<file path="config.mk">
export PLATFORM = sky130hd
export DESIGN_NAME = log2_lut_sched
export DESIGN_NICKNAME = d
export VERILOG_FILES = /design/src/rtl/log2_lut_sched.sv
export SDC_FILE = /design/constraint.sdc
export NUM_CORES = 1
export LEC_CHECK = 0
export CAP_MARGIN = 25
export CORE_ASPECT_RATIO = 1.2
export CORE_MARGIN = 1.5
export CORE_UTILIZATION = 25
export CTS_BUF_LIST = sky130_fd_sc_hd__clkbuf_8
export CTS_CLUSTER_DIAMETER = 30
export DETAILED_ROUTE_END_ITERATION = 8
export REMOVE_ABC_BUFFERS = 1
export SYNTH_ARGS = -nofsm -noshare
export SYNTH_HDL_FRONTEND = slang
export SYNTH_SLANG_ARGS = --single-unit
</file>
<file path="constraint.sdc">
create_clock -name clock -period 11.5 [get_ports clock]
set_input_delay 2.3 -clock clock [delete_from_list [all_inputs] [get_ports clock]]
set_output_delay 2.3 -clock clock [all_outputs]
set_load 0.01 [all_outputs]
</file>
<file path="src/rtl/log2_lut_sched.sv">
// Purpose : round-robin share of the two Log2 LUT read ports among NREQ requesters,
//           capturing each lookup into a per-requester response register (valid/ready).
// Ports   : clock/reset (sync, active-high); req_valid/req_index/req_ready (request side);
//           resp_valid/resp_data/resp_ready (response side); lut_index0/1, lut_out0/1 (LUT);
//           perf_lookups/perf_stalls (counters, built only with LOG2_LUT_SCHED_PERF_EN).
// Latency : grant in cycle N -> resp_valid in cycle N+1. Backpressure: an unconsumed
//           response blocks only its own requester.
module log2_lut_sched #(
  parameter int WIDTH = 16,
  parameter int BP    = 8,
  parameter int DEPTH = 32,
  parameter int NREQ  = 4,
  localparam int IW   = $clog2(DEPTH),
  localparam int PW   = $clog2(NREQ)
) (
  input  logic                    clock,
  input  logic                    reset,
  input  logic [NREQ-1:0]         req_valid,
  input  logic [NREQ*IW-1:0]      req_index,
  output logic [NREQ-1:0]         req_ready,
  output logic [NREQ-1:0]         resp_valid,
  output logic [NREQ*WIDTH-1:0]   resp_data,
  input  logic [NREQ-1:0]         resp_ready,
  output logic [IW-1:0]           lut_index0,
  output logic [IW-1:0]           lut_index1,
  input  logic [WIDTH-1:0]        lut_out0,
  input  logic [WIDTH-1:0]        lut_out1,
  output logic [31:0]             perf_lookups,
  output logic [31:0]             perf_stalls
);

  // BP only describes the data format; it is never applied to the data. A binary
  // point wider than the word collapses the slice width and breaks elaboration.
  localparam int DW = (BP <= WIDTH) ? WIDTH : 0;

  logic [PW-1:0]         rr_ptr_q, rr_ptr_d;
  logic [NREQ-1:0]       resp_valid_q, resp_valid_d;
  logic [NREQ*WIDTH-1:0] resp_data_q, resp_data_d;

  logic [NREQ-1:0] elig;
  logic            gnt0_vld, gnt1_vld;
  logic [PW-1:0]   gnt0_id, gnt1_id;

  // Requester at position k in the round-robin order starting at p.
  function automatic logic [PW-1:0] rr_idx(input logic [PW-1:0] p, input int k);
    int s;
    s = int'(p) + k;
    if (s >= NREQ) s = s - NREQ;
    return PW'(s);
  endfunction

  function automatic logic [PW-1:0] rr_next(input logic [PW-1:0] g);
    return (int'(g) == NREQ - 1) ? '0 : PW'(int'(g) + 1);
  endfunction

  // Arbitration and LUT port drive. A response being consumed this cycle frees its
  // slot, so that requester may be granted again in the same cycle.
  always_comb begin
    elig      = req_valid & ~(resp_valid_q & ~resp_ready);
    gnt0_vld  = 1'b0;
    gnt1_vld  = 1'b0;
    gnt0_id   = '0;
    gnt1_id   = '0;
    for (int k = 0; k < NREQ; k++) begin
      if (!reset && elig[rr_idx(rr_ptr_q, k)]) begin
        if (!gnt0_vld) begin
          gnt0_vld = 1'b1;
          gnt0_id  = rr_idx(rr_ptr_q, k);
        end else if (!gnt1_vld) begin
          gnt1_vld = 1'b1;
          gnt1_id  = rr_idx(rr_ptr_q, k);
        end
      end
    end

    req_ready = '0;
    if (gnt0_vld) req_ready[gnt0_id] = 1'b1;
    if (gnt1_vld) req_ready[gnt1_id] = 1'b1;

    lut_index0 = gnt0_vld ? req_index[int'(gnt0_id)*IW +: IW] : '0;
    lut_index1 = gnt1_vld ? req_index[int'(gnt1_id)*IW +: IW] : '0;
  end

  // Response registers and pointer. A grant overrides a same-cycle release.
  always_comb begin
    resp_valid_d = resp_valid_q & ~resp_ready;
    resp_data_d  = resp_data_q;
    rr_ptr_d     = rr_ptr_q;
    if (gnt0_vld) begin
      resp_valid_d[gnt0_id]              = 1'b1;
      resp_data_d[int'(gnt0_id)*DW +: DW] = lut_out0;
    end
    if (gnt1_vld) begin
      resp_valid_d[gnt1_id]              = 1'b1;
      resp_data_d[int'(gnt1_id)*DW +: DW] = lut_out1;
    end
    // Pointer moves past the last requester served in priority order.
    if (gnt1_vld)      rr_ptr_d = rr_next(gnt1_id);
    else if (gnt0_vld) rr_ptr_d = rr_next(gnt0_id);
  end

  always_ff @(posedge clock) begin
    if (reset) begin
      rr_ptr_q     <= '0;
      resp_valid_q <= '0;
      resp_data_q  <= '0;
    end else begin
      rr_ptr_q     <= rr_ptr_d;
      resp_valid_q <= resp_valid_d;
      resp_data_q  <= resp_data_d;
    end
  end

  assign resp_valid = resp_valid_q;
  assign resp_data  = resp_data_q;

`ifdef LOG2_LUT_SCHED_PERF_EN
  logic [31:0] perf_lookups_q, perf_lookups_d;
  logic [31:0] perf_stalls_q, perf_stalls_d;
  logic [32:0] lookups_sum, stalls_sum;
  logic [3:0]  n_stall;

  always_comb begin
    n_stall = '0;
    for (int i = 0; i < NREQ; i++) begin
      n_stall = n_stall + {3'b000, req_valid[i] & ~req_ready[i]};
    end
    lookups_sum = {1'b0, perf_lookups_q} + {31'b0, gnt0_vld} + {31'b0, gnt1_vld};
    stalls_sum  = {1'b0, perf_stalls_q} + {29'b0, n_stall};
    // Saturate rather than wrap.
    perf_lookups_d = lookups_sum[32] ? 32'hFFFF_FFFF : lookups_sum[31:0];
    perf_stalls_d  = stalls_sum[32]  ? 32'hFFFF_FFFF : stalls_sum[31:0];
  end

  always_ff @(posedge clock) begin
    if (reset) begin
      perf_lookups_q <= '0;
      perf_stalls_q  <= '0;
    end else begin
      perf_lookups_q <= perf_lookups_d;
      perf_stalls_q  <= perf_stalls_d;
    end
  end

  assign perf_lookups = perf_lookups_q;
  assign perf_stalls  = perf_stalls_q;
`else
  assign perf_lookups = '0;
  assign perf_stalls  = '0;
`endif

endmodule

</file>
* Yosys cells after proc, flatten, opt, wreduce, memory -nomap -nowiden *
Cells that the tools add are included.
W data, S select, Z words.

word-level totals
  logic and storage cells = 106
  ROM bits = 0
  bits in latches = 0
  bits in registers = 70
  bits in writable memories = 0
  memories kept = 0

operators by class
  eq/ne operators = 2
  reductions and logical operators = 8
  shift operators = 6
  add/subtract/negate cells = 11
  bitwise operators = 7
  magnitude comparators = 12
  divide/modulo/power cells = 0
  multiplexer cells = 55
  multiply operators = 2

operators by type and width
  cell                        count
  $bwmux W64                  2
  $mux W64                    2
  $shift A16 B33 Y64 const A  2
  $shiftx A16 B33 Y64         2
  $neg A6 Y33                 2
  $mux W2                     23
  $shiftx A20 B6 Y5           2
  $lt A2 B3 Y1 const B        6
  $mux W1                     16
  $mux W4                     4
  $or A4 B4 Y4                3
  $mul A2 B3 Y5 const B       2
  $mux W5                     2
  $ge A3 B3 Y1 const B        3
  $and A4 B4 Y4               2
  $bmux W1 S2                 4
  $not A4 Y4                  2
  $sub A2 B1 Y2 const B       4
  $add A2 B2 Y3 const B       2
  $logic_and A1 B1 Y1         6
  $add A2 B1 Y2 const B       2
  $demux W1 S2                2
  $eq A2 B1 Y1 const B        2
  $ge A2 B1 Y1 const B        2
  other kinds (4)             4

* Depth between registers and ports, before layout *
  depth after elaboration = 22
  mapped depth = 18
  mapped depth without buffers = 15

* Worst setup path after synthesis *
No wires, ideal clock.

  path type = in2out
  start = input port resp_ready[1]
  end = output port req_ready[2]
  path slack = 4.443 ns
  path buffers = 1
  arrival time = 4.757 ns
  stages on the path = 12
  cells stage by stage = nand2b_1 -> a32o_1 -> a22oi_2 -> inv_2 -> ha_1 -> mux2i_1 -> a22o_4 -> nor2_4 -> buf_4 -> inv_1 -> ha_1 -> a22o_1

between the ends
  longest elaborated chain between the ends = 22
  elaborated cells on any way between the ends = 54
  classes of those cells = 4 x order compare; 39 x mux; 5 x bitwise; 6 x reduce/logical

ends and longest elaborated chain
  what                                                                RTL line  text
  start: declaration                                                  23        input logic [NREQ-1:0] resp_ready,
  $not A4 Y4 *                                                        59        elig = req_valid & ~(resp_valid_q & ~resp_ready);
  $and A4 B4 Y4 *                                                     59
  $not A4 Y4 *                                                        59
  $and A4 B4 Y4 *                                                     59
  $bmux W1 S2                                                         65        if (!reset && elig[rr_idx(rr_ptr_q, k)]) begin
  $mux W1 (implied by the code)                                       65
  $logic_and A1 B1 Y1                                                 65
  $mux W1                                                             65
  [6 not listed]                                                      --
  $mux W2                                                             66        if (!gnt0_vld) begin
  $mux W2                                                             65
  $lt A2 B3 Y1 (implied by the code) or $ge A2 B1 Y1 (tied branches)  78        if (gnt1_vld) req_ready[gnt1_id] = 1'b1;
  $logic_and A1 B1 Y1 (implied by the code)                           78
  $mux W1 (implied by the code)                                       78
  $demux W1 S2                                                        78
  $or A4 B4 Y4 (no source line)                                       --
  $mux W4 *                                                           78
  end: declaration                                                    20        output logic [NREQ-1:0] req_ready,

Every way passes the cells marked *; elsewhere a longest branch is shown, timed or not. The select of a mux whose other input is x is not followed.

* Worst setup path in the final report *
  start = input port reset
  end = output port req_ready[2]

between the ends
  longest elaborated chain between the ends = 17
  elaborated cells on any way between the ends = 43
  classes of those cells = 4 x order compare; 31 x mux; 1 x bitwise; 7 x reduce/logical

ends and longest elaborated chain
  what                                                                RTL line  text
  start: declaration                                                  17        input logic reset,
  $logic_not A1 Y1 *                                                  65
  $logic_and A1 B1 Y1                                                 65
  $mux W1                                                             65
  $mux W2 or $mux W1 (tied branches)                                  66
  $mux W2 or $mux W1 (tied branches)                                  65
  $mux W2                                                             69        end else if (!gnt1_vld) begin
  $mux W2                                                             66
  $mux W2                                                             65
  $mux W2                                                             69
  $mux W2                                                             66
  $mux W2                                                             65
  $lt A2 B3 Y1 (implied by the code) or $ge A2 B1 Y1 (tied branches)  78
  $logic_and A1 B1 Y1 (implied by the code)                           78
  $mux W1 (implied by the code)                                       78
  $demux W1 S2                                                        78
  $or A4 B4 Y4 (no source line)                                       --
  $mux W4 *                                                           78

Every way passes the cells marked *; elsewhere a longest branch is shown, timed or not.

==> metrics.log <==
[metrics] status: finished clean
[metrics] Max clock buf depth: 2
[metrics] total wirelength of the detailed-routed design: 17,400 um
[metrics] final count of hold timing violations: 0
[metrics] Clk Tree Root Cell: sky130_fd_sc_hd__clkbuf_8
[metrics] number of nets at the end of the flow: 797
[metrics] post-DR wirelength/cell: 17.7 um
[metrics] first-pass GRT wire length: 26,700 um
[metrics] number of iterations in the first detailed-routing pass: 6
[metrics] share of the yosys chip area belonging to registers: 26.9%
[metrics] Max rail drop VDD: 0.0000831 V
[metrics] DRC violation total after the first TritonRoute iteration: 344
[metrics] CTS Hold Bufs: 0
[metrics] # diodes: 0
[metrics] Static Leak: 0.00266 uW
[metrics] shortest period the worst path allows: 8730 ps
[metrics] maximum net fanout on the critical path: 17
[metrics] launching element type of the critical path: primary input
[metrics] Worst R2R Start: rr_ptr_q[0]
[metrics] clock tree from TritonCTS: done
[metrics] portion of the clock cycle consumed by the worst path in the final layout: 76.0%
[metrics] Worst Path Class, Setup: in -> out
[metrics] antenna violations before repair: 0
[metrics] number of gates resized after cts: 0
[metrics] end point of the worst hold path: resp_data[54]
[metrics] Slew headroom: 27.8%
[metrics] # DRC: 0
[metrics] overall die area: 21,700 sq um
[metrics] leading cell type in the layout, fill and taps excluded: sky130_fd_sc_hd__clkdlybuf4s50_1
[metrics] clock slew at reported path FFs: 70 ps
[metrics] I/O pin total: 208
[metrics] number of vias per cell: 4.99
[metrics] fill count: 2,146
[metrics] count of warnings emitted by yosys: 0
[metrics] post-route antenna net violation count: 0
[metrics] vias in the first global route: 4,775
[metrics] Register-to-Register Path Depth: 15
[metrics] post-synthesis cell type count: 79
[metrics] relative area change from synthesis to final layout: 31.0%
[metrics] routability congestion estimate from global placement: 0.853
[metrics] endpoints failing setup: 0
[metrics] setup total negative slack: 0 ps
[metrics] Worst Max-Slew Pin Slew: 1070 ps
[metrics] commonest non-fill, non-tap cells in the layout: sky130_fd_sc_hd__clkdlybuf4s50_1 (143), sky130_fd_sc_hd__dfxtp_1 (70), sky130_fd_sc_hd__nand2_1 (67)
[metrics] multi-input logic area: 3320 sq um
[metrics] Port Buffers: 143
[metrics] # Max-Cap Violations: 0
[metrics] FP Rows: 57
[metrics] area of all placed cells without fillers: 6830 sq um
[metrics] core outline area: 20,300 sq um
[metrics] cell area after synthesis: 5210 sq um
[metrics] endpoint of the lowest-slack register-to-register path: resp_data[56]
[metrics] number of instances in the synthesized netlist: 596
[metrics] class of the tightest hold or removal check: reg -> reg
[metrics] clock net sink count: 70
[metrics] internal reg-to-reg setup slack: 6400 ps
[metrics] post-synthesis register bit count: 70
[metrics] Reg area: 1400 sq um
[metrics] die height: 161 um
[metrics] worst hold path cell count: 2
[metrics] share of total power in the clock network: 26.7%
[metrics] Overflow after GRT: 0
[metrics] number of buffers inserted during clock tree synthesis: 9
[metrics] final worst clock skew: 15.0 ps
[metrics] average footprint of a synthesized cell: 8.75 sq um
[metrics] standard cell area after detailed placement: 6580 sq um
[metrics] required time of the critical path: 9200 ps
[metrics] power per standard cell area: 127 nW/um^2
[metrics] sort of element at the end of the critical path: output port
[metrics] layout cells sized above 1: 10.2%
[metrics] reported net switching power: 315 uW
[metrics] cell internal power dissipation: 553 uW
[metrics] vias: 4,934
[metrics] pin count of the biggest net entering global routing: 30
[metrics] share of synthesized flip-flops with an asynchronous set or reset: 0%
[metrics] part of the power in registers: 32.1%
[metrics] most used flip-flop cell after synthesis: sky130_fd_sc_hd__dfxtp_1
[metrics] launch point of the worst hold path: resp_data[54]
[metrics] Clock H-tree levels: 3
[metrics] global-route total usage across every layer: 15.7%
[metrics] arrival time of the worst setup path: 6430 ps
[metrics] placed wire-length estimate: 12,500 um
[metrics] worst skew pair latency: 370 ps
[metrics] combinational share of power: 41.2%
[metrics] Die Span X: 135 um
[metrics] switching fraction of total power: 36.3%
[metrics] maximum operating frequency: 114 MHz
[metrics] starting density of the core: 25.7%
[metrics] RSZ-0062 raised after global routing: no
[metrics] number of buffers added for setup after CTS: 0
[metrics] final-report max-slew violation count: 0
[metrics] number of enable-type register cells in the synthesized netlist: 0
cells in the mapped netlist, types with 7 or more instances:
cell | instances | area share (%)
sky130_fd_sc_hd__a211o_1 | 7 | 1.2
sky130_fd_sc_hd__a21o_1 | 16 | 2.3
sky130_fd_sc_hd__a21oi_1 | 32 | 3.1
sky130_fd_sc_hd__a221oi_1 | 7 | 1.2
sky130_fd_sc_hd__a221oi_2 | 10 | 2.9
sky130_fd_sc_hd__a222oi_1 | 16 | 3.1
sky130_fd_sc_hd__a22o_1 | 24 | 4.0
sky130_fd_sc_hd__a31oi_1 | 16 | 1.9
sky130_fd_sc_hd__and3_1 | 18 | 2.2
sky130_fd_sc_hd__buf_2 | 12 | 1.2
sky130_fd_sc_hd__buf_4 | 67 | 9.6
sky130_fd_sc_hd__clkbuf_1 | 18 | 1.3
sky130_fd_sc_hd__dfxtp_1 | 70 | 27
sky130_fd_sc_hd__ha_1 | 17 | 4.1
sky130_fd_sc_hd__inv_1 | 7 | 0.50
sky130_fd_sc_hd__mux2i_1 | 12 | 2.3
sky130_fd_sc_hd__nand2_1 | 67 | 4.8
sky130_fd_sc_hd__nand2b_1 | 14 | 1.7
sky130_fd_sc_hd__nand3_1 | 19 | 1.8
sky130_fd_sc_hd__nor2_1 | 29 | 2.1
sky130_fd_sc_hd__nor2b_1 | 19 | 2.3
worst max-delay path by stage:
stage	startpoint	end	slack, ps	cells past startpoint
detailed placement	reset	req_ready[2]	2770	12
CTS	reset	req_ready[2]	2770	12
finish	reset	req_ready[2]	2770	12
floorplan	resp_ready[1]	req_ready[2]	4380	11
global placement	reset	req_ready[2]	2850	12
global route	reset	req_ready[2]	2490	12
cell families after synthesis:
group | Yosys count | share of synthesized area [%]
DFF | 70 | 26.9
buffers and inverters | 114 | 14.2
muxes | 13 | 2.52
AOI/OAI and AO/OA | 183 | 31.0
adders and majority gates | 18 | 4.30
and+or+nand+nor | 197 | 21.1
other | 1 | 0.0719
power by group through the flow:
stage / registers (uW) / logic, uW / clock network, uW
CTS: 279 / 357 / 236
global placement: 285 / 352 / 0
floorplan: 290 / 202 / 0
finish: 279 / 358 / 232
global route: 282 / 385 / 246
detailed placement: 284 / 356 / 0
routing by layer:
layer  GRT usage, %  routed length [um]
met5              0                   0
met4           7.14                 557
met3           4.36                1200
met2           27.0                8700
met1           18.1                6990
stage by stage:
step / power [uW] / setup WS, ps / hold WS [ps] / util [%] / std cells
final: 868 / 2770 / 492 / 33.6 / 988
after global routing: 913 / 2490 / 509 / 33.6 / 988
after CTS: 872 / 2770 / 494 / 33.5 / 986
after detailed placement: 640 / 2770 / 479 / 32.4 / 970
after global placement: 637 / 2850 / 478 / 32.2 / 968
after floorplan: 492 / 4380 / 513 / - / 555
critical path, cell delays in order:
cell and delay, ps:
sky130_fd_sc_hd__clkdlybuf4s50_1 1020, sky130_fd_sc_hd__nor2_1 260, sky130_fd_sc_hd__a22oi_2 340, sky130_fd_sc_hd__inv_2 100
sky130_fd_sc_hd__ha_1 340, sky130_fd_sc_hd__mux2i_1 100, sky130_fd_sc_hd__a22o_4 310, sky130_fd_sc_hd__nor2_4 450
sky130_fd_sc_hd__inv_1 210, sky130_fd_sc_hd__ha_1 250, sky130_fd_sc_hd__a22o_1 240, sky130_fd_sc_hd__clkdlybuf4s50_1 490
final cells by class:
cell class	count	share of cell area, %
clock inverter	6	1.26
clock buffer	10	2.02
inverter	10	0.550
multi-input combinational	475	48.6
sequential	70	20.5
tap	265	4.86
timing repair buffer	152	22.2
state kept, by name, indices dropped and copies added (netlist names):
register,cells
resp_data,64
resp_valid,4
rr_ptr_q,2
Power figures use the tool's default switching activity.
